[config.mk]
export PLATFORM = sky130hd
export DESIGN_NAME = alu_exec_ctrl
export DESIGN_NICKNAME = d
export VERILOG_FILES = /design/src/rtl/alu_exec_ctrl.sv
export SDC_FILE = /design/constraint.sdc
export NUM_CORES = 1
export LEC_CHECK = 0
export BUFFER_PORTS_ARGS = -buffer_cell sky130_fd_sc_hd__buf_2
export CAP_MARGIN = 20
export CORE_ASPECT_RATIO = 1.2
export CORE_UTILIZATION = 55
export CTS_BUF_LIST = sky130_fd_sc_hd__clkbuf_8
export DETAILED_ROUTE_END_ITERATION = 8
export GPL_TIMING_DRIVEN = 0
export PLACE_DENSITY = 0.8
export SYNTH_ARGS = -nofsm -noshare
export SYNTH_HDL_FRONTEND = slang
export SYNTH_SLANG_ARGS = --single-unit
[constraint.sdc]
create_clock -name clk -period 1.7 [get_ports clk]
set_input_delay 0 -clock clk [delete_from_list [all_inputs] [get_ports clk]]
set_output_delay 0 -clock clk [all_outputs]
set_load 0.005 [all_outputs]
[src/rtl/alu_exec_ctrl.sv]
// Sequencer and register-file stage around a combinational ALU.
// Runs IDLE -> READ -> EXEC -> WB for each instruction and also accepts direct register loads while IDLE.
module alu_exec_ctrl #(
  parameter int unsigned DW    = 8,
  parameter int unsigned FW    = 8,
  parameter int unsigned NREGS = 8,
  parameter int unsigned AW    = 3
) (
  input  logic          clk,
  input  logic          rst_n,
  input  logic          instr_valid,
  output logic          instr_ready,
  input  logic [15:0]   instr,
  input  logic          ld_en,
  output logic          ld_ready,
  input  logic [AW-1:0] ld_addr,
  input  logic [DW-1:0] ld_data,
  output logic [3:0]    ALU_CTL,
  output logic [DW-1:0] A,
  output logic [DW-1:0] B,
  input  logic [DW-1:0] Z,
  input  logic [FW-1:0] FLAGS,
  output logic [FW-1:0] flags_q,
  output logic          wb_done,
  output logic [DW-1:0] wb_data,
  output logic          busy,
  input  logic [AW-1:0] dbg_addr,
  output logic [DW-1:0] dbg_data
);

  localparam int unsigned OPW = 4;

  typedef enum logic [1:0] {IDLE, READ, EXEC, WB} state_t;

  state_t          state_q, state_d;
  logic [OPW-1:0]  ir_op;
  logic [AW-1:0]   ir_rd, ir_rs1, ir_rs2;
  logic [DW-1:0]   rf [NREGS];
  logic [DW-1:0]   z_q;
  logic [FW-1:0]   fl_q;
  logic            instr_fire;
  logic            unused_instr_bits;

  // The low three instruction bits are reserved and are ignored.
  assign unused_instr_bits = ^instr[2:0];

  assign busy     = (state_q != IDLE);
  assign wb_data  = z_q;
  assign dbg_data = rf[dbg_addr];

  always_ff @(posedge clk or negedge rst_n) begin
    if (!rst_n) state_q <= IDLE;
    else        state_q <= state_d;
  end

  // Next-state and handshake decode. A load takes priority over an instruction.
  always_comb begin
    state_d     = state_q;
    instr_ready = 1'b0;
    ld_ready    = 1'b0;
    wb_done     = 1'b0;
    instr_fire  = 1'b0;
    case (state_q)
      IDLE: begin
        ld_ready    = 1'b1;
        instr_ready = ~ld_en;
        if (!ld_en && instr_valid) begin
          instr_fire = 1'b1;
          state_d    = READ;
        end
      end
      READ:    state_d = EXEC;
      EXEC:    state_d = WB;
      WB: begin
        wb_done = 1'b1;
        state_d = IDLE;
      end
      default: state_d = IDLE;
    endcase
  end

  // Register file: direct load in IDLE, result write-back in WB.
  always_ff @(posedge clk or negedge rst_n) begin
    if (!rst_n) begin
      for (int i = 0; i < int'(NREGS); i++) rf[i] <= '0;
    end else if (state_q == IDLE && ld_en) begin
      rf[ld_addr] <= ld_data;
    end else if (wb_done) begin
      rf[ir_rd] <= z_q;
    end
  end

  // Instruction register, ALU operand drive, result capture and flag commit.
  always_ff @(posedge clk or negedge rst_n) begin
    if (!rst_n) begin
      ir_op   <= '0;
      ir_rd   <= '0;
      ir_rs1  <= '0;
      ir_rs2  <= '0;
      ALU_CTL <= '0;
      A       <= '0;
      B       <= '0;
      z_q     <= '0;
      fl_q    <= '0;
      flags_q <= '0;
    end else begin
      if (instr_fire) begin
        ir_op  <= instr[15:12];
        ir_rd  <= AW'(instr[11:9]);
        ir_rs1 <= AW'(instr[8:6]);
        ir_rs2 <= AW'(instr[5:3]);
      end
      if (state_q == READ) begin
        A       <= rf[ir_rs1];
        B       <= rf[ir_rs2];
        ALU_CTL <= ir_op;
      end
      if (state_q == EXEC) begin
        z_q  <= Z;
        fl_q <= FLAGS;
      end
      if (wb_done) flags_q <= fl_q;
    end
  end

endmodule

==> results of run 1 <==
## registers in the layout (all words and copies together), names as in the netlist
signal,count
ir_rs1,3
rf,64
ir_op,4
flags_q,8
ALU_CTL,4
state_q,2
wb_data,8
B,8
A,8
ir_rs2,3
fl_q,8
ir_rd,3
## cell usage in the layout (no fill, tap or decap), types with 16 or more instances in the layout
cell and n:
sky130_fd_sc_hd__buf_12 17, sky130_fd_sc_hd__a31oi_1 19, sky130_fd_sc_hd__buf_6 33, sky130_fd_sc_hd__mux2_2 30, sky130_fd_sc_hd__o32ai_4 27, sky130_fd_sc_hd__o32ai_2 16
sky130_fd_sc_hd__buf_2 81, sky130_fd_sc_hd__buf_4 86, sky130_fd_sc_hd__nor3_1 17, sky130_fd_sc_hd__a211o_1 16, sky130_fd_sc_hd__clkbuf_8 20, sky130_fd_sc_hd__a2bb2oi_2 37
sky130_fd_sc_hd__dfrtp_1 102, sky130_fd_sc_hd__dfrtp_2 21, sky130_fd_sc_hd__nand4_1 16, sky130_fd_sc_hd__dlygate4sd3_1 31, sky130_fd_sc_hd__mux2_4 19, sky130_fd_sc_hd__nor2b_1 43
sky130_fd_sc_hd__a41o_1 16, sky130_fd_sc_hd__mux2i_1 48, sky130_fd_sc_hd__nand3_1 53
## critical path: cells and delay by family, from the launching register on
| family | cells | cell delay (ns) |
|---|---|---|
| adder cells (fa/ha/maj) | 1 | 0.20 |
| buffers and inverters | 3 | 0.43 |
| AND/OR/NAND/NOR | 1 | 0.26 |
| AO/OA/AOI/OAI | 2 | 0.61 |
| flip-flops | 1 | 0.45 |
## cell usage after synthesis, types with 2 or more instances
cell / count / share of area (%)
sky130_fd_sc_hd__buf_2: 23 / 1.5
sky130_fd_sc_hd__mux4_1: 8 / 2.8
sky130_fd_sc_hd__clkbuf_2: 2 / 0.13
sky130_fd_sc_hd__nor2_1: 4 / 0.20
sky130_fd_sc_hd__a22oi_1: 16 / 1.6
sky130_fd_sc_hd__a211o_1: 16 / 1.9
sky130_fd_sc_hd__o22ai_2: 4 / 0.67
sky130_fd_sc_hd__mux2_2: 49 / 7.3
sky130_fd_sc_hd__buf_4: 6 / 0.60
sky130_fd_sc_hd__o22ai_4: 2 / 0.53
sky130_fd_sc_hd__a41o_1: 16 / 2.1
sky130_fd_sc_hd__nand2b_1: 4 / 0.33
sky130_fd_sc_hd__nor2b_1: 43 / 3.6
sky130_fd_sc_hd__nand4_1: 16 / 1.3
sky130_fd_sc_hd__buf_6: 3 / 0.45
sky130_fd_sc_hd__a21oi_1: 2 / 0.13
sky130_fd_sc_hd__nand3b_2: 2 / 0.30
sky130_fd_sc_hd__nand3_1: 54 / 3.6
sky130_fd_sc_hd__nand2_1: 10 / 0.50
sky130_fd_sc_hd__dfrtp_1: 123 / 41
sky130_fd_sc_hd__inv_1: 4 / 0.20
sky130_fd_sc_hd__o32ai_1: 45 / 5.2
sky130_fd_sc_hd__a31oi_1: 19 / 1.6
sky130_fd_sc_hd__or4_1: 2 / 0.20
sky130_fd_sc_hd__mux4_2: 8 / 2.4
sky130_fd_sc_hd__mux2i_1: 48 / 6.4
sky130_fd_sc_hd__ha_1: 4 / 0.67
sky130_fd_sc_hd__buf_1: 13 / 0.65
sky130_fd_sc_hd__and2_1: 7 / 0.58
sky130_fd_sc_hd__o21ai_0: 20 / 1.3
sky130_fd_sc_hd__nor3_1: 19 / 1.3
sky130_fd_sc_hd__or2_2: 5 / 0.42
sky130_fd_sc_hd__a2bb2oi_1: 45 / 5.2
sky130_fd_sc_hd__clkbuf_1: 34 / 1.7
## power groups by stage
stage | Clock [W] | Sequential [W] | Combinational [W]
finish | 0.00285 | 0.00616 | 0.0151
global route | 0.00296 | 0.00617 | 0.0154
CTS | 0.00277 | 0.00575 | 0.0121
detailed placement | 0 | 0.00607 | 0.00895
global placement | 0 | 0.00598 | 0.00876
floorplan | 0 | 0.00539 | 0.00629
## per-stage QoR
step	area, um^2	utilization, %	hold slack, ns	cells	total power, W
after floorplan	7540	-	-0.296	689	0.0117
after global placement	8160	61.4	0.231	939	0.0147
after detailed placement	8190	61.6	-0.0135	940	0.0150
after CTS	10200	76.7	0.0110	1070	0.0206
after global routing	11400	86.0	0.0792	1104	0.0245
final	11400	86.0	0.0618	1106	0.0242
## path summary, 6_finish.rpt
path	startpoint	to	slack [ns]	cells past startpoint
min in group clk	ld_en	state_q[0]	0.09	4
setup reg to reg	state_q[0]	rf[20]	-0.38	7
hold reg to reg	ir_op[1]	ir_op[1]	0.51	1
setup / recovery	state_q[0]	rf[20]	-0.38	7
max in group asynchronous	rst_n	rf[42]	0.85	3
hold / removal	rst_n	flags_q[7]	0.06	2
## layout make-up
type / count / area share, %
Tap cell: 168 / 1.84
Clock buffer: 18 / 2.17
Timing Repair Buffer: 218 / 15.7
Buffer: 76 / 6.07
Antenna cell: 3 / 0.0656
Multi-Input combinational cell: 482 / 45.4
Clock inverter: 14 / 1.50
Sequential cell: 123 / 27.1
Inverter: 4 / 0.131
## metal layers
metal  share of wire, %  routed length (um)  vias to the layer above  GRT usage, %
li1                   -                   -                     3187             -
met1                 33               12000                     4075          53.6
met2                 44               16000                      884          68.5
met3                 13                4680                      314          10.1
met4                 11                3980                        2          28.9
met5               0.16                  59                        -             0
## repair_timing
action | 4_1_cts | 5_1_grt
cloned | 7 | 5
resized for setup | 160 | 194
setup buffers | 64 | 32
endpoints found under the hold margin | 153 | 0
hold buffers | 31 | 0
pin swaps | 32 | 64
setup endpoints to repair | 114 | 110
## logic make-up after synthesis
logic type	synth area share [%]
compound gates	21.0
fa+ha+maj	0.666
buf+inv	5.26
flops	40.9
mux	18.9
simple gates	13.2
==> implementation parameters, run 1 <==
Parameter                              Value

Logic synthesis
  Syn nets    between 700 and 800
  Proportion of register bits with asynchronous set or reset after synthesis    100%
  Syn. warnings    0
  Seq/Total Area, Yosys    approximately 40%
  Register bit count reported by yosys    123
  Most used flip-flop cell after synthesis    sky130_fd_sc_hd__dfrtp_1
  Per-instance average area after synthesis    10.9 um^2
  Cell area after synthesis    7520 um^2
  Count of flip-flops with a built-in enable after synthesis    0
  Netlist cell types    47
  Syn Inst Count    689

Floorplanning
  Core Region    between 10000 and 15000 um^2
  Width of the die    109 um
  Height of the die    around 130 um
  Count of pins on the block boundary    98
  Die footprint    14100 um^2
  Effective utilization at floorplan    between 50% and 60%
  Cell Rows    46

Timing
  Final min period    around 2.1 ns
  Period Utilization, post-route    122%
  Setup Viol. Count Final    111
  Normalized max-slew margin    21.0%
  Setup TNS    -14.95 ns
  Clk_skew    0.0119 ns
  Achievable frequency    0.481 GHz
  RSZ-0062 raised after global routing    true
  Final setup slack of the worst path    -0.381 ns
  Max-slew violation count    0
  Final hold vios    0
  Actual transition at the worst max-transition pin    1.18 ns

Routing
  Aggregate routed wire length    36700 um
  Count of antenna-violating nets left after detailed routing    0
  1st-pass router iterations    7
  Average wire per cell in the routed design    33.2 um
  DRT iter0 DRCs    between 1000 and 1500
  Vias    approximately 8500
  Residual DRC count    0
  Vias per std cell    between 7 and 8

Placed design
  Final weighted congestion in routability-driven placement    0.941
  Worst setup slack before clock tree synthesis    -0.432 ns
  Count of input and output buffers    82
  Estimated wirelength of the detail-placed design    approximately 19000 um

Power and ir drop
  Total net switching power    0.0109 W
  Clock share of power    11.8%
  Pint    about 0.013 W
  Power share of the sequential group    25.5%
  Portion of total power attributed to combinational logic    62.7%
  Sw Ratio    45.2%
  Leakage    4.71 nW
  Worst vdd rail ir drop    about 0.0014 V
  Total power density per cell area    2110 nW/um^2

Global routing
  Antenna violations before repair    2
  Largest net degree at the start of global routing    70
  Number of global-route vias before repair    7477
  Wire length of the first global-routing pass    approximately 44000 um
  Global route overflow    0
  Overall track demand over capacity in global routing    43.6%

Clock tree
  Clock H-tree levels    4
  Clk sinks    around 120
  Clock Latency Late Sink    0.47 ns
  Clock buffer depth    2
  Clk Tree Root Cell    sky130_fd_sc_hd__clkbuf_8
  Number of buffers created by CTS    17
  TritonCTS clock tree    done
  Clock Pin Slew Worst Setup and Hold Paths    0.08 ns

Cells and area
  Area of the multi-input gates    around 5200 um^2
  Area grow syn2layout    52.1%
  Total of fill cells in the finished design    596
  Proportion of layout cells with a drive suffix above 1    roughly half
  Register cell area after layout    slightly above 3000 um^2
  Final net count    976

Setup path
  Arrival time of data at the critical path endpoint    2.44 ns
  Worst path max stage delay    0.45 ns
  Worst Path Class, Setup    flip-flop to flip-flop
  Nature of the critical path startpoint    flip-flop
  Crit path capture type    flip-flop
  Slowest cell on the critical path    sky130_fd_sc_hd__dfrtp_1
  Data required time at the worst endpoint    2.06 ns
  Highest net fanout along the worst path    6
  Critical path, cell by cell    inv_2, ha_4, buf_12, a21oi_4, buf_6, nand4_1, a31oi_1

Run status
  Violated checks    setup timing
  Run status    complete, but fails checks

Job
  Max_cap viols    0

Hold path
  Worst Hold Class    input pin to async pin
Note: power is estimated with default switching activity, not from simulation.
==> run 2, diff against run 1 <==
--- a/config.mk
+++ b/config.mk
@@ -5,7 +5,7 @@
 export SDC_FILE = /design/constraint.sdc
 export NUM_CORES = 1
 export LEC_CHECK = 0
-export BUFFER_PORTS_ARGS = -buffer_cell sky130_fd_sc_hd__buf_2
+export BUFFER_PORTS_ARGS = -buffer_cell sky130_fd_sc_hd__buf_4
 export CAP_MARGIN = 20
 export CORE_ASPECT_RATIO = 1.2
 export CORE_UTILIZATION = 55
==> implementation parameters, run 2 (same netlist as run 1, synthesis figures left out) <==
Parameter                              Value

Run status
  Run status    complete, but fails checks
  Violated checks    setup timing

Timing
  Clk_skew    0.0203 ns (+0.00839 ns)
  Setup TNS    -15.71 ns (-0.766 ns)
  Actual transition at the worst max-transition pin    1.07 ns (-0.115 ns)
  Normalized max-slew margin    28.7% (+7.7 points)
  Final setup slack of the worst path    -0.331 ns (+0.0496 ns)
  Achievable frequency    0.492 GHz (+2.4%)
  Final min period    2.03 ns (-0.0496 ns)
  Setup Viol. Count Final    95 (-14%)
  Period Utilization, post-route    119% (-2.9 points)
  RSZ-0062 raised after global routing    true
  Final hold vios    0 (unchanged)
  Max-slew violation count    0 (unchanged)

Floorplanning
  Count of pins on the block boundary    98 (unchanged)
  Die footprint    14100 um^2 (unchanged)
  Effective utilization at floorplan    56.5% (unchanged)
  Cell Rows    46 (unchanged)
  Width of the die    109 um (unchanged)
  Core Region    13300 um^2 (unchanged)
  Height of the die    130 um (unchanged)

Setup path
  Worst Reg2Reg Path Length in Cells    5 (-2)
  Register-to-register path setup slack    -0.33 ns (+0.05 ns)
  Arrival time of data at the critical path endpoint    2.41 ns (-0.03 ns)
  Critical register-to-register path startpoint    ir_rd[0]
  Nature of the critical path startpoint    flip-flop
  Data required time at the worst endpoint    2.07 ns (about the same)
  Worst Path Class, Setup    flip-flop to flip-flop
  Crit path capture type    flip-flop
  Highest net fanout along the worst path    10 (+4)
  Endpoint of the most critical register-to-register path    rf[58]

Global routing
  Global route overflow    0 (unchanged)
  Wire length of the first global-routing pass    45400 um (+2.3%)
  Largest net degree at the start of global routing    94 (+34%)
  Number of global-route vias before repair    7715 (+3.2%)
  Antenna violations before repair    2 (unchanged)
  Overall track demand over capacity in global routing    44.7% (+1.1 points)

Cells and area
  Area grow syn2layout    51.9%
  Final net count    968 (-0.82%)
  Fin cells    1096 (-0.90%)
  Highest-count cells in the layout ignoring fill and taps    152 x sky130_fd_sc_hd__buf_4, 102 x sky130_fd_sc_hd__dfrtp_1, 52 x sky130_fd_sc_hd__nand3_1
  Core utilization of the finished layout    85.9% (-0.13 points)
  Largest register FFs    64 (unchanged)
  Reg with most FFs    rf
  Total of fill cells in the finished design    608 (+2.0%)
  Leading cell type in the layout, fill and taps excluded    sky130_fd_sc_hd__buf_4
  Proportion of layout cells with a drive suffix above 1    52.5% (+1.5 points)

Routing
  Average wire per cell in the routed design    33.3 um (+0.22%)
  Residual DRC count    0 (unchanged)
  1st-pass router iterations    6 (-1)
  Vias    8452 (-0.12%)
  DRT iter0 DRCs    1275 (+0.39%)
  Aggregate routed wire length    36500 um (-0.69%)
  Vias per std cell    7.71 (+0.79%)
  Count of antenna-violating nets left after detailed routing    0 (unchanged)

Hold path
  Worst Hold Class    input pin to async pin

Clock tree
  TritonCTS clock tree    done
  Number of buffers created by CTS    17 (unchanged)
  Clock buffer depth    2 (unchanged)
  Clk Tree Root Cell    sky130_fd_sc_hd__clkbuf_8
  Clock Latency Late Sink    0.48 ns (about the same)
  Clock Pin Slew Worst Setup and Hold Paths    0.09 ns (about the same)
  Clock H-tree levels    4 (unchanged)
  Clk sinks    123 (unchanged)

Placed design
  Worst setup slack before clock tree synthesis    -0.416 ns (+0.0157 ns)
  Estimated wirelength of the detail-placed design    19200 um (+0.82%)
  Final weighted congestion in routability-driven placement    0.997 (+6.0%)
  Count of input and output buffers    82 (unchanged)
  Cell count after placement    940 (unchanged)

Job
  Max_cap viols    0 (unchanged)

Power and ir drop
  Total power density per cell area    2100 nW/um^2 (-0.54%)
  Worst vdd rail ir drop    0.00131 V (-7.9%)
  Leakage    4.65 nW (-1.2%)
## run 2: how the worst max path moves through the flow
stage / from / to / slack [ns] / cells after the start
5_1_grt: ir_rd[0] / rf[58] / -0.35 / 5
6_report: ir_rd[0] / rf[58] / -0.33 / 5
2_1_floorplan: state_q[0] / rf[40] / 0.005 / 8
3_5_place_dp: state_q[1] / B[5] / -0.42 / 5
3_3_place_gp: state_q[1] / rf[51] / -0.36 / 7
4_1_cts: rf[17] / dbg_data[1] / -0.13 / 3
## run 2: timing repair
item / 4_1_cts / 5_1_grt
pin swaps: 18 / 37
buffers inserted: 62 / 27
cloned: 1 / 5
hold endpoints to repair: 160 / 0
gates resized for setup: 139 / 206
hold buffers: 33 / 0
setup endpoints to repair: 114 / 111
## run 2: layout make-up
class                      instances  area [um^2]  area share (%)
timing repair buffer             210         1900            16.7
sequential                       123         3100            27.2
clock inverter                    13          116            1.02
antenna                            1         2.50          0.0219
multi-input combinational        481         5150            45.1
clock buffer                      19          262            2.29
inverter                           4         15.0           0.131
tap                              168          210            1.84
buffer                            77          657            5.75
## run 2: critical path: stages, from the launching register on
cell	delay, ns
sky130_fd_sc_hd__dfrtp_1	0.48
sky130_fd_sc_hd__buf_4	0.25
sky130_fd_sc_hd__inv_1	0.28
sky130_fd_sc_hd__clkbuf_1	0.40
sky130_fd_sc_hd__nand4_1	0.23
sky130_fd_sc_hd__a31oi_1	0.28
## run 2: per-layer routing
metal	routed length [um]	GRT usage (%)	up-vias
met4	4090	29.1	0
li1	-	-	3164
met3	4930	11.3	356
met1	11400	54.1	4041
met5	0	0	-
met2	16000	70.9	891
## run 2: power by group
group / total [W] / internal (W) / switching (W)
clock: 0.00263 / 0.00123 / 0.00140
sequential: 0.00618 / 0.00448 / 0.00170
combinational: 0.0152 / 0.00729 / 0.00789
## run 2: through the flow
stage	hold slack (ns)	total power, W	instance area (um^2)
floorplan	-0.296	0.0117	7540
global placement	0.233	0.0151	8360
detailed placement	-0.106	0.0154	8390
CTS	0.00281	0.0200	10100
global route	0.0488	0.0243	11400
finish	0.0361	0.0240	11400
==> run 3, diff against run 2 <==
--- a/config.mk
+++ b/config.mk
@@ -5,14 +5,16 @@
 export SDC_FILE = /design/constraint.sdc
 export NUM_CORES = 1
 export LEC_CHECK = 0
+export ABC_AREA = 1
 export BUFFER_PORTS_ARGS = -buffer_cell sky130_fd_sc_hd__buf_4
 export CAP_MARGIN = 20
 export CORE_ASPECT_RATIO = 1.2
 export CORE_UTILIZATION = 55
 export CTS_BUF_LIST = sky130_fd_sc_hd__clkbuf_8
 export DETAILED_ROUTE_END_ITERATION = 8
-export GPL_TIMING_DRIVEN = 0
-export PLACE_DENSITY = 0.8
+export GPL_TIMING_DRIVEN = 1
+export PLACE_DENSITY = 0.79
+export RECOVER_POWER = 25
 export SYNTH_ARGS = -nofsm -noshare
 export SYNTH_HDL_FRONTEND = slang
 export SYNTH_SLANG_ARGS = --single-unit
==> implementation parameters, run 3 <==
Parameter                              Value

Routing
  Aggregate routed wire length    24700 um (-32%)
  Residual DRC count    0 (unchanged)
  Count of antenna-violating nets left after detailed routing    0 (unchanged)
  DRT iter0 DRCs    838 (-34%)
  Vias per std cell    5.86 (-24%)
  Vias    8011 (-5.2%)
  Average wire per cell in the routed design    18.0 um (-46%)
  1st-pass router iterations    6 (unchanged)

Setup path
  Arrival time of data at the critical path endpoint    1.66 ns (-0.75 ns)
  Data required time at the worst endpoint    1.70 ns (-0.37 ns)
  Nature of the critical path startpoint    flip-flop
  Worst Path Class, Setup    flip-flop to output pin
  Highest net fanout along the worst path    3 (-7)
  Crit path capture type    output pin

Placed design
  Final weighted congestion in routability-driven placement    0.959 (-3.9%)
  Count of input and output buffers    94 (+15%)
  Worst setup slack before clock tree synthesis    -0.0629 ns (+0.353 ns)
  Cell count after placement    1301 (+38%)
  Estimated wirelength of the detail-placed design    17300 um (-10%)

Timing
  Period Utilization, post-route    97.8% (-22 points)
  Actual transition at the worst max-transition pin    1.06 ns (-0.0103 ns)
  Final setup slack of the worst path    0.0366 ns (+0.368 ns)
  Final hold vios    0 (unchanged)
  Setup Viol. Count Final    0 (-100%)
  Final min period    1.66 ns (-0.368 ns)
  Setup TNS    0 ns (+15.71 ns)
  Normalized max-slew margin    29.3% (+0.69 points)
  Max-slew violation count    0 (unchanged)
  Hold WS    0.0413 ns (+0.00525 ns)
  Achievable frequency    0.601 GHz (+22%)
  Clk_skew    0.0170 ns (-0.00329 ns)

Clock tree
  Number of buffers created by CTS    17 (unchanged)
  Clk Tree Root Cell    sky130_fd_sc_hd__clkbuf_8
  Clock Pin Slew Worst Setup and Hold Paths    0.08 ns (about the same)
  TritonCTS clock tree    done
  Clock H-tree levels    4 (unchanged)
  Clock buffer depth    2 (unchanged)
  Clk sinks    123 (unchanged)
  Clock Latency Late Sink    0.48 ns (about the same)

Logic synthesis
  Synth top area share    40.5% (-0.47 points)
  Library cell with the largest summed area after synthesis    sky130_fd_sc_hd__dfrtp_1
  Complex-gate fraction of the synthesized area    11.3% (-9.7 points)
  Count leader, synth    sky130_fd_sc_hd__nand2_1
  Area share of and/or/nand/nor cells after synthesis    37.0% (+24 points)
  Syn nets    1103 (+48%)
  Most frequent cells after synthesis    364 x sky130_fd_sc_hd__nand2_1, 183 x sky130_fd_sc_hd__nand3_1, 123 x sky130_fd_sc_hd__dfrtp_1
  Proportion of register bits with asynchronous set or reset after synthesis    100% (unchanged)
  Seq/Total Area, Yosys    40.5% (-0.47 points)
  Syn. warnings    0 (unchanged)
  Multiplexer share of the synthesized area    1.88% (-17 points)
  Per-instance average area after synthesis    7.25 um^2 (-34%)
  Netlist cell types    33 (-30%)
  Syn Inst Count    1049 (+52%)
  Main combinational cell family by area after synthesis    simple AND/OR/NAND/NOR gates
  Most used flip-flop cell after synthesis    sky130_fd_sc_hd__dfrtp_1
  Count of flip-flops with a built-in enable after synthesis    0 (unchanged)
  Register bit count reported by yosys    123 (unchanged)
  Cells taking the most area after synthesis    sky130_fd_sc_hd__dfrtp_1 40%, sky130_fd_sc_hd__nand2_1 18%, sky130_fd_sc_hd__nand3_1 12%, sky130_fd_sc_hd__o22ai_1 5.3%, sky130_fd_sc_hd__inv_1 4.1%
  Post-synthesis xor/xnor area fraction    0% (unchanged)
  Cell area after synthesis    7610 um^2 (+1.2%)
  Share of synthesized cell area in full adder, half adder and majority cells    0.658% (-0.0077 points)

Run status
  Run status    complete, no violations

Job
  Max_cap viols    0 (unchanged)

Hold path
  Worst Hold Class    input pin to flip-flop

Floorplanning
  Effective utilization at floorplan    57.0% (+0.41 points)
  Width of the die    109 um (+0.57%)
  Die footprint    14300 um^2 (+1.1%)
  Height of the die    131 um (+0.57%)
  Cell Rows    46 (unchanged)
  Core Region    13400 um^2 (+0.43%)
  Count of pins on the block boundary    98 (unchanged)

Global routing
  Antenna violations before repair    0 (-2)
  Global route overflow    0 (unchanged)
  Wire length of the first global-routing pass    38500 um (-15%)
  Largest net degree at the start of global routing    43 (-54%)
  Number of global-route vias before repair    7231 (-6.3%)
  Overall track demand over capacity in global routing    36.2% (-8.5 points)

Cells and area
  Total of fill cells in the finished design    1146 (+88%)
  Reg with most FFs    rf
  Core utilization of the finished layout    70.6% (-15 points)
  Proportion of layout cells with a drive suffix above 1    20.2% (-32 points)
  Area grow syn2layout    23.9%
  Largest register FFs    64 (unchanged)
  Leading cell type in the layout, fill and taps excluded    sky130_fd_sc_hd__nand2_1
  Total inserted antenna cells    0 (-1)
  Fin cells    1367 (+25%)
  Highest-count cells in the layout ignoring fill and taps    363 x sky130_fd_sc_hd__nand2_1, 183 x sky130_fd_sc_hd__nand3_1, 130 x sky130_fd_sc_hd__buf_4
  Final net count    1240 (+28%)

Power and ir drop
  Total net switching power    0.00747 W (-32%)
  Leakage    4.96 nW (+6.6%)
  Sw Ratio    45.5% (-0.29 points)
  Worst vdd rail ir drop    0.00133 V (+1.6%)
  Clock share of power    17.1% (+6.1 points)
  Total power density per cell area    1740 nW/um^2 (-17%)
  Portion of total power attributed to combinational logic    52.6% (-11 points)
  Power share of the sequential group    30.4% (+4.6 points)
  Pint    0.00893 W (-31%)
==> run 3: changes by cell type after synthesis, sizes merged, moves of 41 or more <==
cell / delta
nor2b: -43
a21oi: +41
nand2: +379
o32ai: -45
o22ai: +58
inv: +91
nand3: +137
a2bb2oi: -45
mux2i: -48
==> run 3: power by group through the flow <==
stage / registers (W) / logic [W] / clock network [W]
floorplan: 0.00469 / 0.00541 / 0
detailed placement: 0.00498 / 0.00818 / 0
global route: 0.00511 / 0.00945 / 0.00296
CTS: 0.00494 / 0.00834 / 0.00280
finish: 0.00498 / 0.00862 / 0.00280
global placement: 0.00494 / 0.00805 / 0
==> run 3: per-layer routing <==
metal	share of wire (%)	vias up	routed length, um	track usage, %
met5	0	-	0	0
met2	46	525	11500	54.5
met4	5.1	0	1260	22.0
met1	39	3637	9670	47.8
met3	9.2	91	2280	7.49
li1	-	3758	-	-
==> run 3: critical path, cell delays in order (launching register included) <==
cell and delay [ns]:
sky130_fd_sc_hd__dfrtp_1 0.40, sky130_fd_sc_hd__o21ai_0 0.42, sky130_fd_sc_hd__nand2_1 0.10, sky130_fd_sc_hd__nand2_1 0.08, sky130_fd_sc_hd__nand2_1 0.06, sky130_fd_sc_hd__buf_4 0.13
==> run 3: worst paths after layout <==
path	slack [ns]	cells after the start	endpoint	from
setup / recovery	0.04	5	dbg_data[3]	rf[3]
hold reg to reg	0.48	2	B[1]	B[1]
setup reg to reg	0.09	9	rf[53]	state_q[0]
hold / removal	0.04	4	rf[13]	ld_addr[1]
max in group asynchronous	0.33	3	rf[29]	rst_n
min in group asynchronous	0.22	3	rf[25]	rst_n
==> run 3: per-stage QoR <==
step	power (W)	area, um^2
after global routing	0.0175	9420
after CTS	0.0161	9370
after floorplan	0.0101	7610
final	0.0164	9420
after global placement	0.0130	8620
after detailed placement	0.0132	8620
==> run 3: timing repair <==
action / CTS / global route
hold buffers: 32 / 0
hold endpoints to repair: 154 / 0
pin swaps: 0 / 2
buffers inserted: 0 / 1
setup endpoints to repair: 61 / 74
cloned: 1 / 0
gates resized for setup: 3 / 17
==> run 3: final cells by class <==
class | instances | area, um^2 | share of cell area, %
Multi-Input combinational cell | 775 | 3950 | 41.9
Sequential cell | 123 | 3080 | 32.7
Timing Repair Buffer | 168 | 1370 | 14.5
Inverter | 100 | 394 | 4.18
Clock buffer | 18 | 248 | 2.63
Tap cell | 168 | 210 | 2.23
Clock inverter | 14 | 169 | 1.79
Timing Repair inverter | 1 | 6.26 | 0.0664
==> run 3: cell families (layout without fill, tap and decap cells) <==
family / count (synthesis) / in the layout
adders and majority gates: 4 / 4
buffers and inverters: 151 / 301
and+or+nand+nor: 603 / 603
muxes: 12 / 12
DFF: 123 / 123
AOI/OAI and AO/OA: 156 / 156
